`src/rtl/fetch_stage_pkg.sv`:
```
// Shared definitions for the instruction fetch stage.
//   - default reset PC and bubble instruction (addi x0,x0,0)
//   - fetch FSM state encoding
//   - opcode field position inside a 32-bit instruction and a helper to extract it
package fetch_stage_pkg;

  localparam logic [31:0] DEFAULT_RESET_PC = 32'h0000_0000;
  localparam logic [31:0] DEFAULT_NOP_INST = 32'h0000_0013;

  // inst[6:2]; the two low bits are always 2'b11 for 32-bit encodings
  localparam int OPCODE_MSB = 6;
  localparam int OPCODE_LSB = 2;

  typedef enum logic [2:0] {
    FETCH_IDLE  = 3'd0,
    FETCH_REQ   = 3'd1,
    FETCH_WAIT  = 3'd2,
    FETCH_HOLD  = 3'd3,
    FETCH_DRAIN = 3'd4,
    FETCH_FAULT = 3'd5
  } fetch_state_e;

  function automatic logic [4:0] opcode_field(input logic [31:0] inst);
    return inst[OPCODE_MSB:OPCODE_LSB];
  endfunction

endpackage

```
`src/rtl/fetch_stage_if_id_reg.sv`:
```
// IF/ID pipeline register.
// Ports:
//   clk, rst_n                  clock, asynchronous active-low reset
//   flush                       empty the register (drives a bubble); beats load
//   load                        capture load_inst / load_pc / load_misaligned
//   load_inst, load_pc          incoming instruction word and its PC
//   load_misaligned             entry is an instruction-address-misaligned marker
//   valid, inst, opcode, pc,
//   pc_plus4, misaligned        registered contents presented to decode
// With neither flush nor load asserted the contents hold (decode stall).
module fetch_stage_if_id_reg
  import fetch_stage_pkg::*;
#(
  parameter logic [31:0] NOP_INST = DEFAULT_NOP_INST
) (
  input  logic        clk,
  input  logic        rst_n,
  input  logic        flush,
  input  logic        load,
  input  logic [31:0] load_inst,
  input  logic [31:0] load_pc,
  input  logic        load_misaligned,
  output logic        valid,
  output logic [31:0] inst,
  output logic [4:0]  opcode,
  output logic [31:0] pc,
  output logic [31:0] pc_plus4,
  output logic        misaligned
);

  logic        valid_reg;
  logic [31:0] inst_reg;
  logic [31:0] pc_reg;
  logic [31:0] pc_plus4_reg;
  logic        misaligned_reg;

  always_ff @(posedge clk or negedge rst_n) begin
    if (!rst_n) begin
      valid_reg      <= 1'b0;
      inst_reg       <= NOP_INST;
      pc_reg         <= 32'h0;
      pc_plus4_reg   <= 32'h0;
      misaligned_reg <= 1'b0;
    end else if (flush) begin
      // PC fields are left as-is; only the entry's meaning is cleared
      valid_reg      <= 1'b0;
      inst_reg       <= NOP_INST;
      misaligned_reg <= 1'b0;
    end else if (load) begin
      valid_reg      <= 1'b1;
      inst_reg       <= load_inst;
      pc_reg         <= load_pc;
      pc_plus4_reg   <= load_pc + 32'd4;
      misaligned_reg <= load_misaligned;
    end
  end

  assign valid      = valid_reg;
  assign inst       = inst_reg;
  assign opcode     = opcode_field(inst_reg);
  assign pc         = pc_reg;
  assign pc_plus4   = pc_plus4_reg;
  assign misaligned = misaligned_reg;

endmodule

```
`src/rtl/fetch_stage.sv`:
```
// RV32I instruction fetch stage with IF/ID pipeline register.
// Ports:
//   clk, rst_n                        clock, asynchronous active-low reset
//   imem_req, imem_addr               fetch request and word-aligned address
//   imem_gnt, imem_rvalid, imem_rdata memory accept / response handshake
//   redirect_valid, redirect_pc       resolved branch/jump target
//   id_stall                          decode cannot take a new instruction
//   if_id_*                           IF/ID contents presented to decode
// At most one fetch is in flight. A response that lands while IF/ID is
// blocked waits in a one-entry skid buffer. A redirect flushes IF/ID, and any
// response still owed for the old path is drained and thrown away. A
// misaligned target stops fetching and emits a single fault marker entry.
module fetch_stage
  import fetch_stage_pkg::*;
#(
  parameter logic [31:0] RESET_PC = DEFAULT_RESET_PC,
  parameter logic [31:0] NOP_INST = DEFAULT_NOP_INST
) (
  input  logic        clk,
  input  logic        rst_n,
  output logic        imem_req,
  output logic [31:0] imem_addr,
  input  logic        imem_gnt,
  input  logic        imem_rvalid,
  input  logic [31:0] imem_rdata,
  input  logic        redirect_valid,
  input  logic [31:0] redirect_pc,
  input  logic        id_stall,
  output logic        if_id_valid,
  output logic [31:0] if_id_inst,
  output logic [4:0]  if_id_opcode,
  output logic [31:0] if_id_pc,
  output logic [31:0] if_id_pc_plus4,
  output logic        if_id_misaligned
);

  fetch_state_e state_reg, state_next;
  logic [31:0]  pc_reg, pc_next;
  logic [31:0]  skid_reg, skid_next;
  logic         fault_pending_reg, fault_pending_next;

  logic        ifid_load;
  logic        ifid_flush;
  logic [31:0] ifid_inst;
  logic        ifid_misaligned;
  logic        ifid_free;
  logic        outstanding;
  logic [31:0] pc_plus4;

  // IF/ID can take a new entry if it is empty or decode consumes it this cycle
  assign ifid_free = !if_id_valid || !id_stall;
  // a granted request whose response has not yet arrived
  assign outstanding = ((state_reg == FETCH_WAIT)  && !imem_rvalid) ||
                       ((state_reg == FETCH_REQ)   && imem_gnt)     ||
                       ((state_reg == FETCH_DRAIN) && !imem_rvalid);
  assign pc_plus4  = pc_reg + 32'd4;
  assign imem_addr = {pc_reg[31:2], 2'b00};

  always_ff @(posedge clk or negedge rst_n) begin
    if (!rst_n) begin
      state_reg         <= FETCH_IDLE;
      pc_reg            <= RESET_PC;
      skid_reg          <= NOP_INST;
      fault_pending_reg <= 1'b0;
    end else begin
      state_reg         <= state_next;
      pc_reg            <= pc_next;
      skid_reg          <= skid_next;
      fault_pending_reg <= fault_pending_next;
    end
  end

  always_comb begin
    state_next         = state_reg;
    pc_next            = pc_reg;
    skid_next          = skid_reg;
    fault_pending_next = fault_pending_reg;
    imem_req           = 1'b0;
    ifid_load          = 1'b0;
    ifid_flush         = 1'b0;
    ifid_inst          = imem_rdata;
    ifid_misaligned    = 1'b0;

    case (state_reg)
      FETCH_IDLE: state_next = FETCH_REQ;
      FETCH_REQ: begin
        imem_req = 1'b1;
        if (imem_gnt) state_next = FETCH_WAIT;
      end
      FETCH_WAIT: begin
        if (imem_rvalid) begin
          if (ifid_free) begin
            ifid_load  = 1'b1;
            pc_next    = pc_plus4;
            state_next = FETCH_REQ;
          end else begin
            skid_next  = imem_rdata;
            state_next = FETCH_HOLD;
          end
        end
      end
      FETCH_HOLD: begin
        // IF/ID is necessarily valid here, so only the stall matters
        if (!id_stall) begin
          ifid_load  = 1'b1;
          ifid_inst  = skid_reg;
          pc_next    = pc_plus4;
          state_next = FETCH_REQ;
        end
      end
      FETCH_DRAIN: begin
        if (imem_rvalid) state_next = fault_pending_reg ? FETCH_FAULT : FETCH_REQ;
      end
      FETCH_FAULT: begin
        if (fault_pending_reg && ifid_free) begin
          ifid_load          = 1'b1;
          ifid_inst          = NOP_INST;
          ifid_misaligned    = 1'b1;
          fault_pending_next = 1'b0;
        end
      end
      default: state_next = FETCH_IDLE;
    endcase

    // Redirect overrides everything decided above for this cycle
    if (redirect_valid) begin
      pc_next            = redirect_pc;
      skid_next          = NOP_INST;
      ifid_load          = 1'b0;
      fault_pending_next = |redirect_pc[1:0];
      if (outstanding)
        state_next = FETCH_DRAIN;
      else if (|redirect_pc[1:0])
        state_next = FETCH_FAULT;
      else
        state_next = FETCH_REQ;
    end

    // Consumed-but-not-refilled entries become bubbles
    ifid_flush = redirect_valid || (!id_stall && !ifid_load);
  end

  fetch_stage_if_id_reg #(
    .NOP_INST (NOP_INST)
  ) u_if_id_reg (
    .clk             (clk),
    .rst_n           (rst_n),
    .flush           (ifid_flush),
    .load            (ifid_load),
    .load_inst       (ifid_inst),
    .load_pc         (pc_reg),
    .load_misaligned (ifid_misaligned),
    .valid           (if_id_valid),
    .inst            (if_id_inst),
    .opcode          (if_id_opcode),
    .pc              (if_id_pc),
    .pc_plus4        (if_id_pc_plus4),
    .misaligned      (if_id_misaligned)
  );

endmodule

```
`config.mk`:
```
export PLATFORM = sky130hd
export DESIGN_NAME = fetch_stage
export DESIGN_NICKNAME = d
export VERILOG_FILES = /design/src/rtl/fetch_stage_pkg.sv /design/src/rtl/fetch_stage_if_id_reg.sv /design/src/rtl/fetch_stage.sv
export SDC_FILE = /design/constraint.sdc
export NUM_CORES = 1
export LEC_CHECK = 0
export ABC_AREA = 1
export CAP_MARGIN = 15
export CELL_PAD_IN_SITES_DETAIL_PLACEMENT = 0
export CELL_PAD_IN_SITES_GLOBAL_PLACEMENT = 1
export CORE_MARGIN = 2
export CORE_UTILIZATION = 35
export DETAILED_ROUTE_END_ITERATION = 7
export HOLD_SLACK_MARGIN = 0.1
export PLACE_DENSITY_LB_ADDON = 0.1
export SLEW_MARGIN = 20
export SYNTH_ARGS = -nofsm -noshare
export SYNTH_HDL_FRONTEND = slang
export SYNTH_SLANG_ARGS = --single-unit
```
`constraint.sdc`:
```
create_clock -name clk -period 2.1 [get_ports clk]
set_clock_uncertainty 0.15 [all_clocks]
set_input_delay 0.21 -clock clk [delete_from_list [all_inputs] [get_ports clk]]
set_output_delay 0.21 -clock clk [all_outputs]
set_load 0.01 [all_outputs]
```
Word level (Yosys, flattened, before mapping):

Cells that the tools add are included.
W data, S select, Z words.

* register bits: 166
* output and inout port bits: 136

* multiplexer cells: 39
* bitwise logic cells: 1
* add/sub/neg operators: 1
* equality and inequality tests: 12
* reduce and logical (&&, ||, !) cells: 26

Operators with widths (number)
* $mux W32: 12
* $pmux W32 S2: 2
* $add A32 B3 Y32 const B: 1
* $mux W3: 8
* $pmux W3 S6: 1
* $ne A3 B3 Y1 const B: 5
* $mux W1: 14
* $reduce_bool A2 Y1: 5
* $eq A3 B2 Y1 const B: 2
* $eq A3 B3 Y1 const B: 2
* $logic_and A1 B1 Y1: 5
* $reduce_and A5 Y1: 1
* $logic_not A1 Y1: 4
* $logic_or A1 B1 Y1: 4
* $ne A2 B2 Y1 const B: 2
* $reduce_and A2 Y1: 2
* $reduce_and A4 Y1: 1
* $eq A3 B1 Y1 const B: 1
* $logic_not A3 Y1: 1
* $pmux W1 S3: 1
* $reduce_and A3 Y1: 1
* $reduce_bool A3 Y1: 1
* $mux W2: 1
* $reduce_or A2 Y1: 1
* $not A1 Y1: 1

Longest topological paths before layout:

Gate-level depths: netlist (run 1).

* depth after elaboration: 11
* gate-level depth with buffers: 11
* gate-level depth less buffers: 10

By module:

From an unflattened synthesis (run 1), not the netlist that was laid out.

* cells, all modules: 1269
* area total of the unflattened synthesis: 9143.8 um^2

Modules (own cells, without submodules)
* fetch_stage: cells each 751, area each 4752.1 um^2, instances 1
* fetch_stage_if_id_reg: cells each 518, area each 4391.7 um^2, instances 1

Least setup slack after synthesis (run 1):

No wires, ideal clock.

* kind: reg-to-reg
* start: register pc_reg[2]
* end: register pc_reg[16]
* cell stages (with the launch flop): 9
* data required time: 1833 ps
* clock period less this slack: 1729 ps
* path buffers: 0
* arrival: 1462 ps
* setup slack: 371 ps
* setup time: 117 ps
* path through: dfrtp_1 -> ha_1 -> nand3_1 -> nor2_1 -> inv_1 -> o21ai_0 -> nand3_1 -> nand2_1 -> nand2_1

* longest elaborated chain between the ends: 5
* elaborated cells between the ends (all ways): 6
* classes of those cells: 1 x add/sub; 5 x mux

RTL lines
* from (decl): line fetch_stage.sv:38 `logic [31:0] pc_reg, pc_next;`
* from (signal assigned): line fetch_stage.sv:67 `pc_reg <= pc_next;`
* $add A32 B3 Y32 (*): line fetch_stage.sv:56 `assign pc_plus4 = pc_reg + 32'd4;`
* $mux W32: line fetch_stage.sv:92 `if (ifid_free) begin`
* $mux W32: line fetch_stage.sv:91 `if (imem_rvalid) begin`
* $pmux W32 S2 (*): line fetch_stage.sv:84 `case (state_reg)`
* $mux W32 (*): line fetch_stage.sv:126 `if (redirect_valid) begin`

Every way passes the cells marked *; elsewhere a longest branch is shown, timed or not. The select of a mux whose other input is x is not followed.
A chain may end at the register's enable or synchronous reset.

Worst setup path in the final report (run 1):

* start: register state_reg[1]
* end: register u_if_id_reg.pc_plus4_reg[11], in the netlist u_if_id_reg.pc_plus4[11]

* longest elaborated chain between the ends: 8
* elaborated cells between the ends (all ways): 10
* classes of those cells: 3 x eq/ne; 2 x mux; 1 x bitwise; 4 x reduce/logical

RTL lines
* from (decl): line fetch_stage.sv:37 `fetch_state_e state_reg, state_next;`
* from (signal assigned): line fetch_stage.sv:66 `state_reg <= state_next;`
* $eq A3 B3 Y1 / $eq A3 B2 Y1 (equally long branches): line fetch_stage.sv:84
* $pmux W1 S3 (*): line fetch_stage.sv:84
* $mux W1 (*): line fetch_stage.sv:126
* $logic_not A1 Y1: line fetch_stage.sv:140 `ifid_flush = redirect_valid || (!id_stall && !ifid_load);`
* $logic_and A1 B1 Y1: line fetch_stage.sv:140
* $logic_or A1 B1 Y1: line fetch_stage.sv:140
* $not A1 Y1 (no source line)
* $reduce_and A2 Y1 (no source line) (*)
* to (signal assigned): line fetch_stage_if_id_reg.sv:53 `pc_plus4_reg <= load_pc + 32'd4;`
* to (decl): line fetch_stage_if_id_reg.sv:34 `logic [31:0] pc_plus4_reg;`

Every way passes the cells marked *; elsewhere a longest branch is shown, timed or not.

==> impl_results.html, run 1 <==
<table>
<tr><th>Metric</th><th>Value</th></tr>
<tr><th colspan="2">Pwr</th></tr>
<tr><td>Switching power as a share of total power</td><td>37.3%</td></tr>
<tr><td>Internal portion of total power</td><td>8310 µW</td></tr>
<tr><td>Switching power</td><td>4930 µW</td></tr>
<tr><td>Proportion of power drawn by the clock network</td><td>about a quarter</td></tr>
<tr><td>Total power</td><td>13,200 µW</td></tr>
<tr><td>Comb pwr share</td><td>40.3%</td></tr>
<tr><td>Share of power burned in registers</td><td>between 30% and 40%</td></tr>
<tr><td>Power density over the cells</td><td>1160 mW/mm²</td></tr>
<tr><td>Peak supply drop</td><td>566 µV</td></tr>
<tr><td>Leak</td><td>roughly 0.0054 µW</td></tr>
<tr><th colspan="2">Timing</th></tr>
<tr><td>Minimum hold slack</td><td>between 0.1 and 0.15 ns</td></tr>
<tr><td>Number of pins exceeding their max-slew limit in the final report</td><td>0</td></tr>
<tr><td>Hold Vio Cnt, Final</td><td>0</td></tr>
<tr><td>Final Setup Violations</td><td>0</td></tr>
<tr><td>RSZ-0062 raised after global routing</td><td>no</td></tr>
<tr><td>Accumulated negative setup slack</td><td>0 ns</td></tr>
<tr><td>Final worst slack</td><td>around 0.14 ns</td></tr>
<tr><td>Max Freq</td><td>511 MHz</td></tr>
<tr><td>Crit share post-route</td><td>93.2%</td></tr>
<tr><td>Final min period</td><td>around 2.0 ns</td></tr>
<tr><th colspan="2">Worst hold path</th></tr>
<tr><td>Min-Delay Path Class</td><td>primary input to asynchronous set/reset pin</td></tr>
<tr><th colspan="2">Yosys</th></tr>
<tr><td>Total of flip-flops plus latches after synthesis</td><td>around 160</td></tr>
<tr><td>Number of enable-type register cells in the synthesized netlist</td><td>0</td></tr>
<tr><td>Compound-cell area share of the yosys netlist</td><td>9.95%</td></tr>
<tr><td>Share of the synthesized area in the top cell type</td><td>48.2%</td></tr>
<tr><td>Simple logic cell fraction of the synthesized area</td><td>between 20% and 30%</td></tr>
<tr><td>Mux share of post-synthesis cell area</td><td>0%</td></tr>
<tr><td>Commonest cells in the synthesized netlist</td><td>sky130_fd_sc_hd__nand2_1, sky130_fd_sc_hd__dfrtp_1, sky130_fd_sc_hd__nor2_1</td></tr>
<tr><td>Count of different cell masters after synthesis</td><td>29</td></tr>
<tr><td>Top cell type by total area after synthesis</td><td>sky130_fd_sc_hd__dfrtp_1</td></tr>
<tr><td>Primary flip-flop cell chosen by synthesis mapping</td><td>sky130_fd_sc_hd__dfrtp_1</td></tr>
<tr><td>Synth Warn #</td><td>0</td></tr>
<tr><td>Post-Synthesis Cell Area</td><td>0.00820 mm²</td></tr>
<tr><td>Adder-cell area share of the yosys netlist</td><td>0.153%</td></tr>
<tr><td>Mapped Cells</td><td>1,099</td></tr>
<tr><td>Synthesized-area fraction occupied by xor and xnor cells</td><td>less than 1%</td></tr>
<tr><td>Share of flip-flops with an asynchronous set or reset after synthesis</td><td>100%</td></tr>
<tr><td>Leading cell type by number of instances after synthesis</td><td>sky130_fd_sc_hd__nand2_1</td></tr>
<tr><td>Top post-synthesis cells by area</td><td>sky130_fd_sc_hd__dfrtp_1, sky130_fd_sc_hd__nand2_1, sky130_fd_sc_hd__nor2_1</td></tr>
<tr><td>Main combinational cell family by area after synthesis</td><td>simple AND/OR/NAND/NOR gates</td></tr>
<tr><td>Sequential cell area fraction in the yosys report</td><td>50.2%</td></tr>
<tr><td>Average footprint of a synthesized cell</td><td>between 7 and 8 µm²</td></tr>
<tr><th colspan="2">Critical path</th></tr>
<tr><td>Kind of launch point of the worst setup path</td><td>flip-flop</td></tr>
<tr><td>Ordered cell list for the critical path</td><td>buf_4 &gt; inv_2 &gt; nor2_2 &gt; nand2_1 &gt; nor2_1 &gt; nor2_1 &gt; nand2_1 &gt; nand2_4 &gt; clkinvlp_4 &gt; clkbuf_16 &gt; nand2_1 &gt; nand2_1</td></tr>
<tr><td>Reg2reg start</td><td>state_reg[1]</td></tr>
<tr><td>End of the worst register-to-register path</td><td>u_if_id_reg.pc_plus4[11]</td></tr>
<tr><td>Cells on worst reg2reg path</td><td>12</td></tr>
<tr><td>Slowest stage cell on the critical path</td><td>sky130_fd_sc_hd__dfrtp_1</td></tr>
<tr><td>CP required</td><td>2.27 ns</td></tr>
<tr><td>Most Frequent Cell on Critical Path</td><td>sky130_fd_sc_hd__nand2_1</td></tr>
<tr><td>R2R setup slack</td><td>0.14 ns</td></tr>
<tr><td>Data arrival, critical path</td><td>2.13 ns</td></tr>
<tr><td>Crit-path max FO</td><td>14</td></tr>
<tr><td>Worst path max stage delay</td><td>0.38 ns</td></tr>
<tr><td>Type of destination of the critical path</td><td>flip-flop</td></tr>
<tr><td>Critical Setup Path Class</td><td>flip-flop to flip-flop</td></tr>
<tr><th colspan="2">GRT</th></tr>
<tr><td>Remaining global-route overflow</td><td>0</td></tr>
<tr><td>Antenna violations before repair</td><td>0</td></tr>
<tr><td>First-pass GRT wire length</td><td>39,800 µm</td></tr>
<tr><td>Maximum number of pins on one net before global-route repair</td><td>59</td></tr>
<tr><td>Via count of the first global-routing pass</td><td>around 7,200</td></tr>
<tr><td>Tot GR Track Use</td><td>20.8%</td></tr>
<tr><th colspan="2">Routing</th></tr>
<tr><td>First DRT Iteration DRCs</td><td>363</td></tr>
<tr><td>Number of remaining DRC errors</td><td>0</td></tr>
<tr><td>Ratio of routed vias to standard cells</td><td>4.68</td></tr>
<tr><td>Average detailed-routed wire length per instance</td><td>15.8 µm</td></tr>
<tr><td>DR WL met3</td><td>1280 µm</td></tr>
<tr><td>Pre-antenna DRT Iters</td><td>5</td></tr>
<tr><td>Met2 Wirelength</td><td>12,100 µm</td></tr>
<tr><td>Top layer used by detailed routing</td><td>met4</td></tr>
<tr><td>Sum of routed wire length over all layers</td><td>25,800 µm</td></tr>
<tr><td>Detailed-route wire length on metal 1</td><td>~12,000 µm</td></tr>
<tr><td>Antenna-violating nets left</td><td>0</td></tr>
<tr><td>Number of vias after detailed routing</td><td>between 7,000 and 8,000</td></tr>
<tr><th colspan="2">Final layout</th></tr>
<tr><td>Area growth from synthesis to layout</td><td>39.6%</td></tr>
<tr><td># diodes</td><td>0</td></tr>
<tr><td>Layout cell share with drive strength beyond 1</td><td>7.88%</td></tr>
<tr><td>Nets</td><td>1,378</td></tr>
<tr><th colspan="2">Clock network</th></tr>
<tr><td>Clock buffers created by TritonCTS</td><td>17</td></tr>
<tr><td>Number of H-tree levels</td><td>4</td></tr>
<tr><td>Clock tree from TritonCTS</td><td>built</td></tr>
<tr><td>CTS clock-pin slew for the worst setup and hold paths</td><td>roughly 0.07 ns</td></tr>
<tr><td>Max Buffers Root-to-Sink</td><td>2</td></tr>
<tr><td>Clk_lat worst skew</td><td>approximately 0.43 ns</td></tr>
<tr><td>Sink Count</td><td>164</td></tr>
<tr><td>Root Driver</td><td>sky130_fd_sc_hd__clkbuf_16</td></tr>
<tr><th colspan="2">Placement</th></tr>
<tr><td>HPWL reported at the end of detailed placement</td><td>17,600 µm</td></tr>
<tr><td>Worst setup timing slack at the placement stage</td><td>-0.0300 ns</td></tr>
<tr><td>Routability congestion estimate</td><td>0.849</td></tr>
<tr><td>Buffers on Ports</td><td>203</td></tr>
<tr><th colspan="2">Floorplan</th></tr>
<tr><td>Area enclosed by the die boundary</td><td>0.0247 mm²</td></tr>
<tr><td>Starting density of the core</td><td>about 36%</td></tr>
<tr><td>FP Rows</td><td>55</td></tr>
<tr><td>Number of top-level pins</td><td>around 210</td></tr>
<tr><td>Die X-Extent</td><td>between 150 and 200 µm</td></tr>
<tr><td>Die height</td><td>157 µm</td></tr>
<tr><td>Placeable core region</td><td>0.0228 mm²</td></tr>
<tr><th colspan="2">Run</th></tr>
<tr><td>Number of maximum-capacitance violations</td><td>0</td></tr>
<tr><th colspan="2">Outcome</th></tr>
<tr><td>Result of the run</td><td>finished clean</td></tr>
</table>
-- layer usage --
| metal | track usage, % | vias to the layer above |
|---|---|---|
| li1 | - | 3892 |
| met1 | 29.1 | 3529 |
| met2 | 33.4 | 199 |
| met3 | 3.74 | 18 |
| met4 | 5.54 | 0 |
| met5 | 0 | - |
-- area by class of cell --
type / instances / area (µm²)
fill: 2251 / 11400
sequential: 164 / 4110
multi-input combinational: 766 / 3360
timing repair buffer: 249 / 2580
clock buffer: 19 / 443
inverter: 109 / 417
tap: 313 / 392
clock inverter: 13 / 140
-- worst max-delay path, delay by kind of cell, from the launching register on --
kind | cells | cell delay (ns)
flops | 1 | 0.38
simple gates | 8 | 0.68
buf+inv | 4 | 0.64
-- cells by family after synthesis --
group | count (synthesis)
AO/OA/AOI/OAI | 150
XOR/XNOR | 7
adder cells (fa/ha/maj) | 1
buffers and inverters | 170
flip-flops | 164
other | 1
AND/OR/NAND/NOR | 606
-- what timing repair did --
| action | CTS | global route |
|---|---|---|
| endpoints found under the hold margin | 164 | 0 |
| gates cloned | 0 | 2 |
| buffers inserted | 3 | 2 |
| endpoints found under the setup margin | 1 | 81 |
| hold buffers | 1 | 0 |
| gates resized for setup | 1 | 13 |
-- layout by cell type (no fill, tap or decap), drive strengths merged, types with 2 or more instances in the layout --
master / instances
conb: 2
inv: 114
clkinvlp: 4
nor2: 117
clkdlybuf4s50: 201
dfrtp: 158
clkinv: 3
nand2: 410
xor2: 7
nand4: 35
o22a: 2
o21ai: 115
clkbuf: 21
dfstp: 6
nand3: 41
nand3b: 2
o22ai: 30
buf: 44
-- how the worst max path moves through the flow --
stage,startpoint,end,slack [ns],cells after the start
2_1_floorplan,pc_reg[2],pc_reg[16],0.37,8
3_3_place_gp,redirect_valid,pc_reg[25],-0.01,10
3_5_place_dp,id_stall,u_if_id_reg.valid,-0.03,9
4_1_cts,state_reg[2],imem_req,0.02,3
5_1_grt,pc_reg[3],pc_reg[22],0.009,10
6_report,state_reg[1],u_if_id_reg.pc_plus4[11],0.14,12
-- power by group through the flow --
stage | sequential [µW] | combinational, µW | clock [µW]
after detailed placement | 4830 | 5200 | 0
final | 4760 | 5330 | 3150
after global routing | 4890 | 5930 | 3350
after global placement | 4840 | 5170 | 0
after floorplan | 5060 | 2140 | 0
after CTS | 4770 | 5290 | 3220
-- through the flow --
step | util, % | instance area, µm² | cells
floorplan | - | 8200 | 1100
global placement | 46.9 | 10700 | 1593
detailed placement | 46.9 | 10700 | 1593
CTS | 49.6 | 11300 | 1629
global route | 50.1 | 11400 | 1633
finish | 50.1 | 11400 | 1633
Power figures use the tool's default switching activity.
==> run 2, diff against run 1 <==
--- a/config.mk
+++ b/config.mk
@@ -9,11 +9,13 @@
 export CAP_MARGIN = 15
 export CELL_PAD_IN_SITES_DETAIL_PLACEMENT = 0
 export CELL_PAD_IN_SITES_GLOBAL_PLACEMENT = 1
+export CORE_ASPECT_RATIO = 0.75
 export CORE_MARGIN = 2
 export CORE_UTILIZATION = 35
 export DETAILED_ROUTE_END_ITERATION = 7
 export HOLD_SLACK_MARGIN = 0.1
 export PLACE_DENSITY_LB_ADDON = 0.1
+export RECOVER_POWER = 25
 export SLEW_MARGIN = 20
 export SYNTH_ARGS = -nofsm -noshare
 export SYNTH_HDL_FRONTEND = slang
==> run 2 against run 1 <==
- routed wire length up 0.75%
- final cell count shrank 0.49%
- power up 2.4%
- critical endpoint is now imem_addr[9]
- largest cell class unchanged
==> impl_results.html, run 2 (synthesis results as in run 1) <==
<table>
<tr><th>Metric</th><th>Value</th></tr>
<tr><th colspan="2">Outcome</th></tr>
<tr><td>Result of the run</td><td>finished clean</td></tr>
<tr><th colspan="2">Timing</th></tr>
<tr><td>Transition time at the pin with the least slew margin</td><td>1.34 ns</td></tr>
<tr><td>RSZ-0062 raised after global routing</td><td>no</td></tr>
<tr><td>Final min period</td><td>between 1.5 and 2 ns</td></tr>
<tr><td>Crit share post-route</td><td>90.9%</td></tr>
<tr><td>Number of pins exceeding their max-slew limit in the final report</td><td>0</td></tr>
<tr><td>Relative max-transition margin</td><td>10.4%</td></tr>
<tr><td>Final Setup Violations</td><td>0</td></tr>
<tr><td>Max Freq</td><td>524 MHz</td></tr>
<tr><td>Hold Vio Cnt, Final</td><td>0</td></tr>
<tr><td>Accumulated negative setup slack</td><td>0 ns</td></tr>
<tr><td>Final worst slack</td><td>0.190 ns</td></tr>
<tr><td>Minimum hold slack</td><td>0.189 ns</td></tr>
<tr><th colspan="2">Floorplan</th></tr>
<tr><td>Die height</td><td>137 µm</td></tr>
<tr><td>Number of top-level pins</td><td>about 210</td></tr>
<tr><td>Placeable core region</td><td>approximately 0.023 mm²</td></tr>
<tr><td>Starting density of the core</td><td>35.6%</td></tr>
<tr><td>FP Rows</td><td>48</td></tr>
<tr><td>Area enclosed by the die boundary</td><td>0.0247 mm²</td></tr>
<tr><td>Die X-Extent</td><td>~180 µm</td></tr>
<tr><th colspan="2">Routing</th></tr>
<tr><td>Sum of routed wire length over all layers</td><td>26,000 µm</td></tr>
<tr><td>Antenna-violating nets left</td><td>0</td></tr>
<tr><td>First DRT Iteration DRCs</td><td>560</td></tr>
<tr><td>Ratio of routed vias to standard cells</td><td>4.76</td></tr>
<tr><td>Pre-antenna DRT Iters</td><td>7</td></tr>
<tr><td>Average detailed-routed wire length per instance</td><td>approximately 16 µm</td></tr>
<tr><td>Number of vias after detailed routing</td><td>approximately 7,700</td></tr>
<tr><td>Number of remaining DRC errors</td><td>0</td></tr>
<tr><th colspan="2">Worst hold path</th></tr>
<tr><td>Min-Delay Path Class</td><td>primary input to asynchronous set/reset pin</td></tr>
<tr><th colspan="2">Pwr</th></tr>
<tr><td>Internal portion of total power</td><td>8560 µW</td></tr>
<tr><td>Peak supply drop</td><td>596 µV</td></tr>
<tr><td>Power density over the cells</td><td>between 1000 and 1500 mW/mm²</td></tr>
<tr><td>Switching power</td><td>about 5000 µW</td></tr>
<tr><td>Switching power as a share of total power</td><td>36.9%</td></tr>
<tr><td>Proportion of power drawn by the clock network</td><td>25.1%</td></tr>
<tr><td>Leak</td><td>approximately 0.0055 µW</td></tr>
<tr><td>Share of power burned in registers</td><td>35.2%</td></tr>
<tr><td>Comb pwr share</td><td>39.7%</td></tr>
<tr><th colspan="2">Clock network</th></tr>
<tr><td>CTS clock-pin slew for the worst setup and hold paths</td><td>roughly 0.07 ns</td></tr>
<tr><td>Root Driver</td><td>sky130_fd_sc_hd__clkbuf_16</td></tr>
<tr><td>Clk_lat worst skew</td><td>0.42 ns</td></tr>
<tr><td>Clock buffers created by TritonCTS</td><td>17</td></tr>
<tr><td>Clock tree from TritonCTS</td><td>built</td></tr>
<tr><td>Postcts setup bufs</td><td>0</td></tr>
<tr><td>Max Buffers Root-to-Sink</td><td>2</td></tr>
<tr><td>Sink Count</td><td>around 160</td></tr>
<tr><td>Number of H-tree levels</td><td>4</td></tr>
<tr><th colspan="2">Placement</th></tr>
<tr><td>Routability congestion estimate</td><td>0.845</td></tr>
<tr><td>Buffers on Ports</td><td>roughly 200</td></tr>
<tr><td>Worst setup timing slack at the placement stage</td><td>a little under 0.05 ns</td></tr>
<tr><td>HPWL reported at the end of detailed placement</td><td>18,100 µm</td></tr>
<tr><th colspan="2">GRT</th></tr>
<tr><td>Antenna violations before repair</td><td>1</td></tr>
<tr><td>Via count of the first global-routing pass</td><td>7,632</td></tr>
<tr><td>Maximum number of pins on one net before global-route repair</td><td>51</td></tr>
<tr><td>Tot GR Track Use</td><td>21.5%</td></tr>
<tr><td>First-pass GRT wire length</td><td>41,600 µm</td></tr>
<tr><td>Remaining global-route overflow</td><td>0</td></tr>
<tr><th colspan="2">Final layout</th></tr>
<tr><td>Area occupied by multi-input gates</td><td>0.00335 mm²</td></tr>
<tr><td>Area growth from synthesis to layout</td><td>39.4%</td></tr>
<tr><td>Most common library cell in the layout ignoring fill and taps</td><td>sky130_fd_sc_hd__nand2_1</td></tr>
<tr><td>Nets</td><td>1,382</td></tr>
<tr><td>Sequential cell area</td><td>0.00411 mm²</td></tr>
<tr><td>Highest-count cells in the layout ignoring fill and taps</td><td>sky130_fd_sc_hd__nand2_1, sky130_fd_sc_hd__clkdlybuf4s50_1, sky130_fd_sc_hd__dfrtp_1, sky130_fd_sc_hd__nor2_1, sky130_fd_sc_hd__inv_1</td></tr>
<tr><td>Number of fillers in the final layout</td><td>between 2,000 and 2,500</td></tr>
<tr><td>Layout cell share with drive strength beyond 1</td><td>7.85%</td></tr>
<tr><th colspan="2">Critical path</th></tr>
<tr><td>Data arrival, critical path</td><td>1.55 ns</td></tr>
<tr><td>Critical Setup Path Class</td><td>flip-flop to output port</td></tr>
<tr><td>Kind of launch point of the worst setup path</td><td>flip-flop</td></tr>
<tr><td>Crit-path max FO</td><td>4</td></tr>
<tr><td>CP required</td><td>around 1.7 ns</td></tr>
<tr><td>Type of destination of the critical path</td><td>output port</td></tr>
<tr><th colspan="2">Run</th></tr>
<tr><td>Number of maximum-capacitance violations</td><td>0</td></tr>
</table>
run 2: cell count changes in the layout (fill, tap and decap cells not counted), sizes merged:
cell / change
bufinv: +2
clkinvlp: -2
dlygate4sd3: +2
inv: +2
buf: +1
clkinv: -1
diode: +1
dlygate4sd2: +1
dlymetal6s2s: -1
run 2: power by group through the flow:
stage / logic [µW] / clock network [µW] / registers, µW
5_1_grt: 5960 / 3590 / 4910
3_3_place_gp: 5370 / 0 / 4820
2_1_floorplan: 2140 / 0 / 5060
4_1_cts: 5440 / 3460 / 4780
6_report: 5380 / 3410 / 4770
3_5_place_dp: 5410 / 0 / 4810
run 2: critical path, stage by stage (launching register included):
cell                              delay (ns)
sky130_fd_sc_hd__dfrtp_1                0.42
sky130_fd_sc_hd__buf_4                  0.17
sky130_fd_sc_hd__clkdlybuf4s50_1        0.53
run 2: path summary, 6_finish.rpt:
kind                            cells after the start                    from                endpoint  slack, ns
worst max-delay path                                2               pc_reg[9]            imem_addr[9]       0.19
worst min-delay path                                2                   rst_n             skid_reg[1]       0.19
worst max register to register                     11               pc_reg[3]              pc_reg[22]       0.19
worst min register to register                      2  u_if_id_reg.misaligned  u_if_id_reg.misaligned       0.32
max in group asynchronous                           3                   rst_n       fault_pending_reg       0.30
min in group clk                                    3           imem_rdata[7]             skid_reg[7]       0.22
run 2: stage by stage:
stage	util [%]	cells	area, µm²	power [µW]
6_report	49.7	1625	11400	13600
3_5_place_dp	47.0	1589	10800	10200
3_3_place_gp	47.0	1589	10800	10200
4_1_cts	49.8	1624	11500	13700
2_1_floorplan	-	1100	8200	7200
5_1_grt	49.7	1624	11400	14500
run 2: layout make-up:
class / count / area share (%)
clock inverter: 14 / 1.66
timing repair buffer: 253 / 22.4
inverter: 109 / 3.59
clock buffer: 18 / 3.76
antenna: 1 / 0.0219
sequential: 164 / 36.0
multi-input combinational: 766 / 29.3
tap: 300 / 3.29
run 2: routing by layer:
layer / global-route usage [%] / vias to the layer above / routed length (µm)
li1: - / 3908 / -
met1: 32.2 / 3625 / 13500
met2: 31.5 / 188 / 10700
met3: 5.16 / 14 / 1500
met4: 4.12 / 0 / 186
met5: 0 / - / 0
run 2: timing repair:
| item | CTS | global route |
|---|---|---|
| gates cloned | 0 | 0 |
| hold buffers | 3 | 0 |
| gates resized for setup | 3 | 3 |
| hold endpoints to repair | 164 | 0 |
| endpoints found under the setup margin | 1 | 4 |
==> run 3, diff against run 2 <==
--- a/config.mk
+++ b/config.mk
@@ -7,12 +7,13 @@
 export LEC_CHECK = 0
 export ABC_AREA = 1
 export CAP_MARGIN = 15
-export CELL_PAD_IN_SITES_DETAIL_PLACEMENT = 0
-export CELL_PAD_IN_SITES_GLOBAL_PLACEMENT = 1
+export CELL_PAD_IN_SITES_DETAIL_PLACEMENT = 1
+export CELL_PAD_IN_SITES_GLOBAL_PLACEMENT = 2
 export CORE_ASPECT_RATIO = 0.75
 export CORE_MARGIN = 2
 export CORE_UTILIZATION = 35
 export DETAILED_ROUTE_END_ITERATION = 7
+export DONT_BUFFER_PORTS = 1
 export HOLD_SLACK_MARGIN = 0.1
 export PLACE_DENSITY_LB_ADDON = 0.1
 export RECOVER_POWER = 25
==> run 3 against run 2 <==
- the run now ends with negative hold slack left
- critical endpoint is now state_reg[1]
- largest cell class unchanged
- clock-buffer cell count unchanged
- setup slack got worse by 0.12 ns
- sequential cell count is the same
- combinational power fell by 33%
- power is 9.1% lower
- largest power group is now sequential cells
- first-iteration DRC count is 33% lower
- critical path type is now flip-flop to flip-flop
- hold slack got worse by 0.87 ns
- final cell count is 7.6% lower
==> impl_results.html, run 3 (synthesis results as in run 1) <==
<table>
<tr><th>Metric</th><th>Value</th></tr>
<tr><th colspan="2">Routing</th></tr>
<tr><td>Antenna-violating nets left</td><td>0</td></tr>
<tr><td>Ratio of routed vias to standard cells</td><td>slightly below 5</td></tr>
<tr><td>Sum of routed wire length over all layers</td><td>27,900 µm</td></tr>
<tr><td>Number of remaining DRC errors</td><td>0</td></tr>
<tr><td>Number of vias after detailed routing</td><td>about 7,500</td></tr>
<tr><td>Average detailed-routed wire length per instance</td><td>18.6 µm</td></tr>
<tr><td>First DRT Iteration DRCs</td><td>about 370</td></tr>
<tr><td>Pre-antenna DRT Iters</td><td>4</td></tr>
<tr><th colspan="2">Critical path</th></tr>
<tr><td>Crit-path max FO</td><td>4</td></tr>
<tr><td>Critical Setup Path Class</td><td>flip-flop to flip-flop</td></tr>
<tr><td>Data arrival, critical path</td><td>between 2 and 2.5 ns</td></tr>
<tr><td>Type of destination of the critical path</td><td>flip-flop</td></tr>
<tr><td>Kind of launch point of the worst setup path</td><td>flip-flop</td></tr>
<tr><td>CP required</td><td>2.32 ns</td></tr>
<tr><th colspan="2">Timing</th></tr>
<tr><td>RSZ-0062 raised after global routing</td><td>yes</td></tr>
<tr><td>Final Setup Violations</td><td>0</td></tr>
<tr><td>Number of pins exceeding their max-slew limit in the final report</td><td>0</td></tr>
<tr><td>Hold Vio Cnt, Final</td><td>164</td></tr>
<tr><td>Minimum hold slack</td><td>-0.684 ns</td></tr>
<tr><td>Final min period</td><td>2.03 ns</td></tr>
<tr><td>Max Freq</td><td>492 MHz</td></tr>
<tr><td>Crit share post-route</td><td>96.7%</td></tr>
<tr><td>Accumulated negative setup slack</td><td>0 ns</td></tr>
<tr><th colspan="2">GRT</th></tr>
<tr><td>Tot GR Track Use</td><td>22.6%</td></tr>
<tr><td>Remaining global-route overflow</td><td>0</td></tr>
<tr><td>Via count of the first global-routing pass</td><td>around 7,600</td></tr>
<tr><td>Maximum number of pins on one net before global-route repair</td><td>165</td></tr>
<tr><td>Antenna violations before repair</td><td>0</td></tr>
<tr><td>First-pass GRT wire length</td><td>43,300 µm</td></tr>
<tr><th colspan="2">Final layout</th></tr>
<tr><td>Area growth from synthesis to layout</td><td>24.9%</td></tr>
<tr><td>Highest-count cells in the layout ignoring fill and taps</td><td>sky130_fd_sc_hd__nand2_1, sky130_fd_sc_hd__dfrtp_1, sky130_fd_sc_hd__nor2_1, sky130_fd_sc_hd__inv_1, sky130_fd_sc_hd__dlygate4sd3_1</td></tr>
<tr><td>Layout cell share with drive strength beyond 1</td><td>approximately a tenth</td></tr>
<tr><td># diodes</td><td>0</td></tr>
<tr><td>Most common library cell in the layout ignoring fill and taps</td><td>sky130_fd_sc_hd__nand2_1</td></tr>
<tr><td>Nets</td><td>roughly 1,300</td></tr>
<tr><td>Total non-filler cell area in the finished layout</td><td>slightly above 0.01 mm²</td></tr>
<tr><th colspan="2">Clock network</th></tr>
<tr><td>Root Driver</td><td>sky130_fd_sc_hd__clkbuf_16</td></tr>
<tr><td>Clock buffers created by TritonCTS</td><td>17</td></tr>
<tr><td>Number of H-tree levels</td><td>4</td></tr>
<tr><td>Max Buffers Root-to-Sink</td><td>2</td></tr>
<tr><td>Clk_lat worst skew</td><td>~0.45 ns</td></tr>
<tr><td>Clock tree from TritonCTS</td><td>built</td></tr>
<tr><td>CTS clock-pin slew for the worst setup and hold paths</td><td>0.07 ns</td></tr>
<tr><td>Sink Count</td><td>164</td></tr>
<tr><th colspan="2">Worst hold path</th></tr>
<tr><td>Min-Delay Path Class</td><td>primary input to asynchronous set/reset pin</td></tr>
<tr><th colspan="2">Pwr</th></tr>
<tr><td>Peak supply drop</td><td>around 700 µV</td></tr>
<tr><td>Leak</td><td>0.00507 µW</td></tr>
<tr><td>Power density over the cells</td><td>around 1200 mW/mm²</td></tr>
<tr><th colspan="2">Floorplan</th></tr>
<tr><td>Placeable core region</td><td>0.0230 mm²</td></tr>
<tr><td>Number of top-level pins</td><td>206</td></tr>
<tr><td>Die X-Extent</td><td>181 µm</td></tr>
<tr><td>Area enclosed by the die boundary</td><td>about 0.025 mm²</td></tr>
<tr><td>Starting density of the core</td><td>35.6%</td></tr>
<tr><td>FP Rows</td><td>48</td></tr>
<tr><td>Die height</td><td>137 µm</td></tr>
<tr><th colspan="2">Outcome</th></tr>
<tr><td>Result of the run</td><td>complete, but fails checks</td></tr>
<tr><td>Failing checks</td><td>negative hold slack</td></tr>
<tr><th colspan="2">Placement</th></tr>
<tr><td>Buffers on Ports</td><td>0</td></tr>
<tr><td>Post-DP Area</td><td>between 0.008 and 0.009 mm²</td></tr>
<tr><td>Routability congestion estimate</td><td>0.798</td></tr>
<tr><td>HPWL reported at the end of detailed placement</td><td>18,400 µm</td></tr>
<tr><th colspan="2">Run</th></tr>
<tr><td>Number of maximum-capacitance violations</td><td>0</td></tr>
</table>
run 3: cell types whose count changed in the layout (fill, tap and decap cells not counted), moves of 5 or more:
| cell | previous run | this run |
|---|---|---|
| sky130_fd_sc_hd__dlygate4sd3_1 | 3 | 76 |
| sky130_fd_sc_hd__clkdlybuf4s50_1 | 201 | 0 |
| sky130_fd_sc_hd__nand2_1 | 407 | 402 |
| sky130_fd_sc_hd__nand2_2 | 2 | 7 |
| sky130_fd_sc_hd__buf_12 | 12 | 6 |
| sky130_fd_sc_hd__buf_4 | 32 | 47 |
run 3: power breakdown:
group	switching (µW)	total [µW]	internal [µW]
Sequential	1180	5200	4020
Combinational	2250	3590	1340
Clock	1390	3520	2140
run 3: cell type report:
class                           instances  area [µm²]
Fill cell                            2843       12800
Sequential cell                       164        4120
Multi-Input combinational cell        766        3400
Timing Repair Buffer                  131        1290
Clock buffer                           18         439
Inverter                              109         413
Tap cell                              300         375
Clock inverter                         14         208
run 3: critical path, stage by stage, from the launching register on:
cell,delay (ns)
sky130_fd_sc_hd__dfrtp_2,0.46
sky130_fd_sc_hd__buf_4,0.16
sky130_fd_sc_hd__nor3_2,0.29
sky130_fd_sc_hd__a21oi_1,0.09
sky130_fd_sc_hd__o31ai_1,0.23
sky130_fd_sc_hd__dlygate4sd3_1,0.58
run 3: worst paths after layout:
check	start	end	slack, ns	depth (start not counted)
worst max register to register	state_reg[1]	state_reg[1]	0.07	5
worst min register to register	skid_reg[1]	skid_reg[1]	0.37	2
worst max-delay path	state_reg[1]	state_reg[1]	0.07	5
max in group asynchronous	rst_n	skid_reg[0]	2.17	0
worst min-delay path	rst_n	skid_reg[9]	-0.68	0
min in group clk	imem_rvalid	state_reg[2]	0.06	5
run 3: routing by layer:
metal	GRT usage [%]	share of wire, %	routed length [µm]
met1	32.5	50	13900
met2	33.4	43	11900
met4	5.42	0.99	276
met3	7.00	6.4	1780
met5	0	0	0
run 3: timing repair:
action / in CTS / in global routing
hold buffers: 76 / 1
endpoints found under the setup margin: 0 / 83
hold endpoints to repair: 266 / 165
resized for setup: 0 / 24
buffers inserted: 0 / 6
run 3: stage by stage:
| step | worst slack (ns) | total power (µW) | util [%] | instances |
|---|---|---|---|---|
| after CTS | 0.00823 | 12200 | 43.9 | 1495 |
| after detailed placement | 0.0210 | 8520 | 37.8 | 1387 |
| after global routing | -0.0450 | 13100 | 44.5 | 1502 |
| after global placement | 0.0578 | 8450 | 37.8 | 1387 |
| final | 0.0685 | 12300 | 44.5 | 1502 |
| after floorplan | 0.371 | 7200 | - | 1100 |
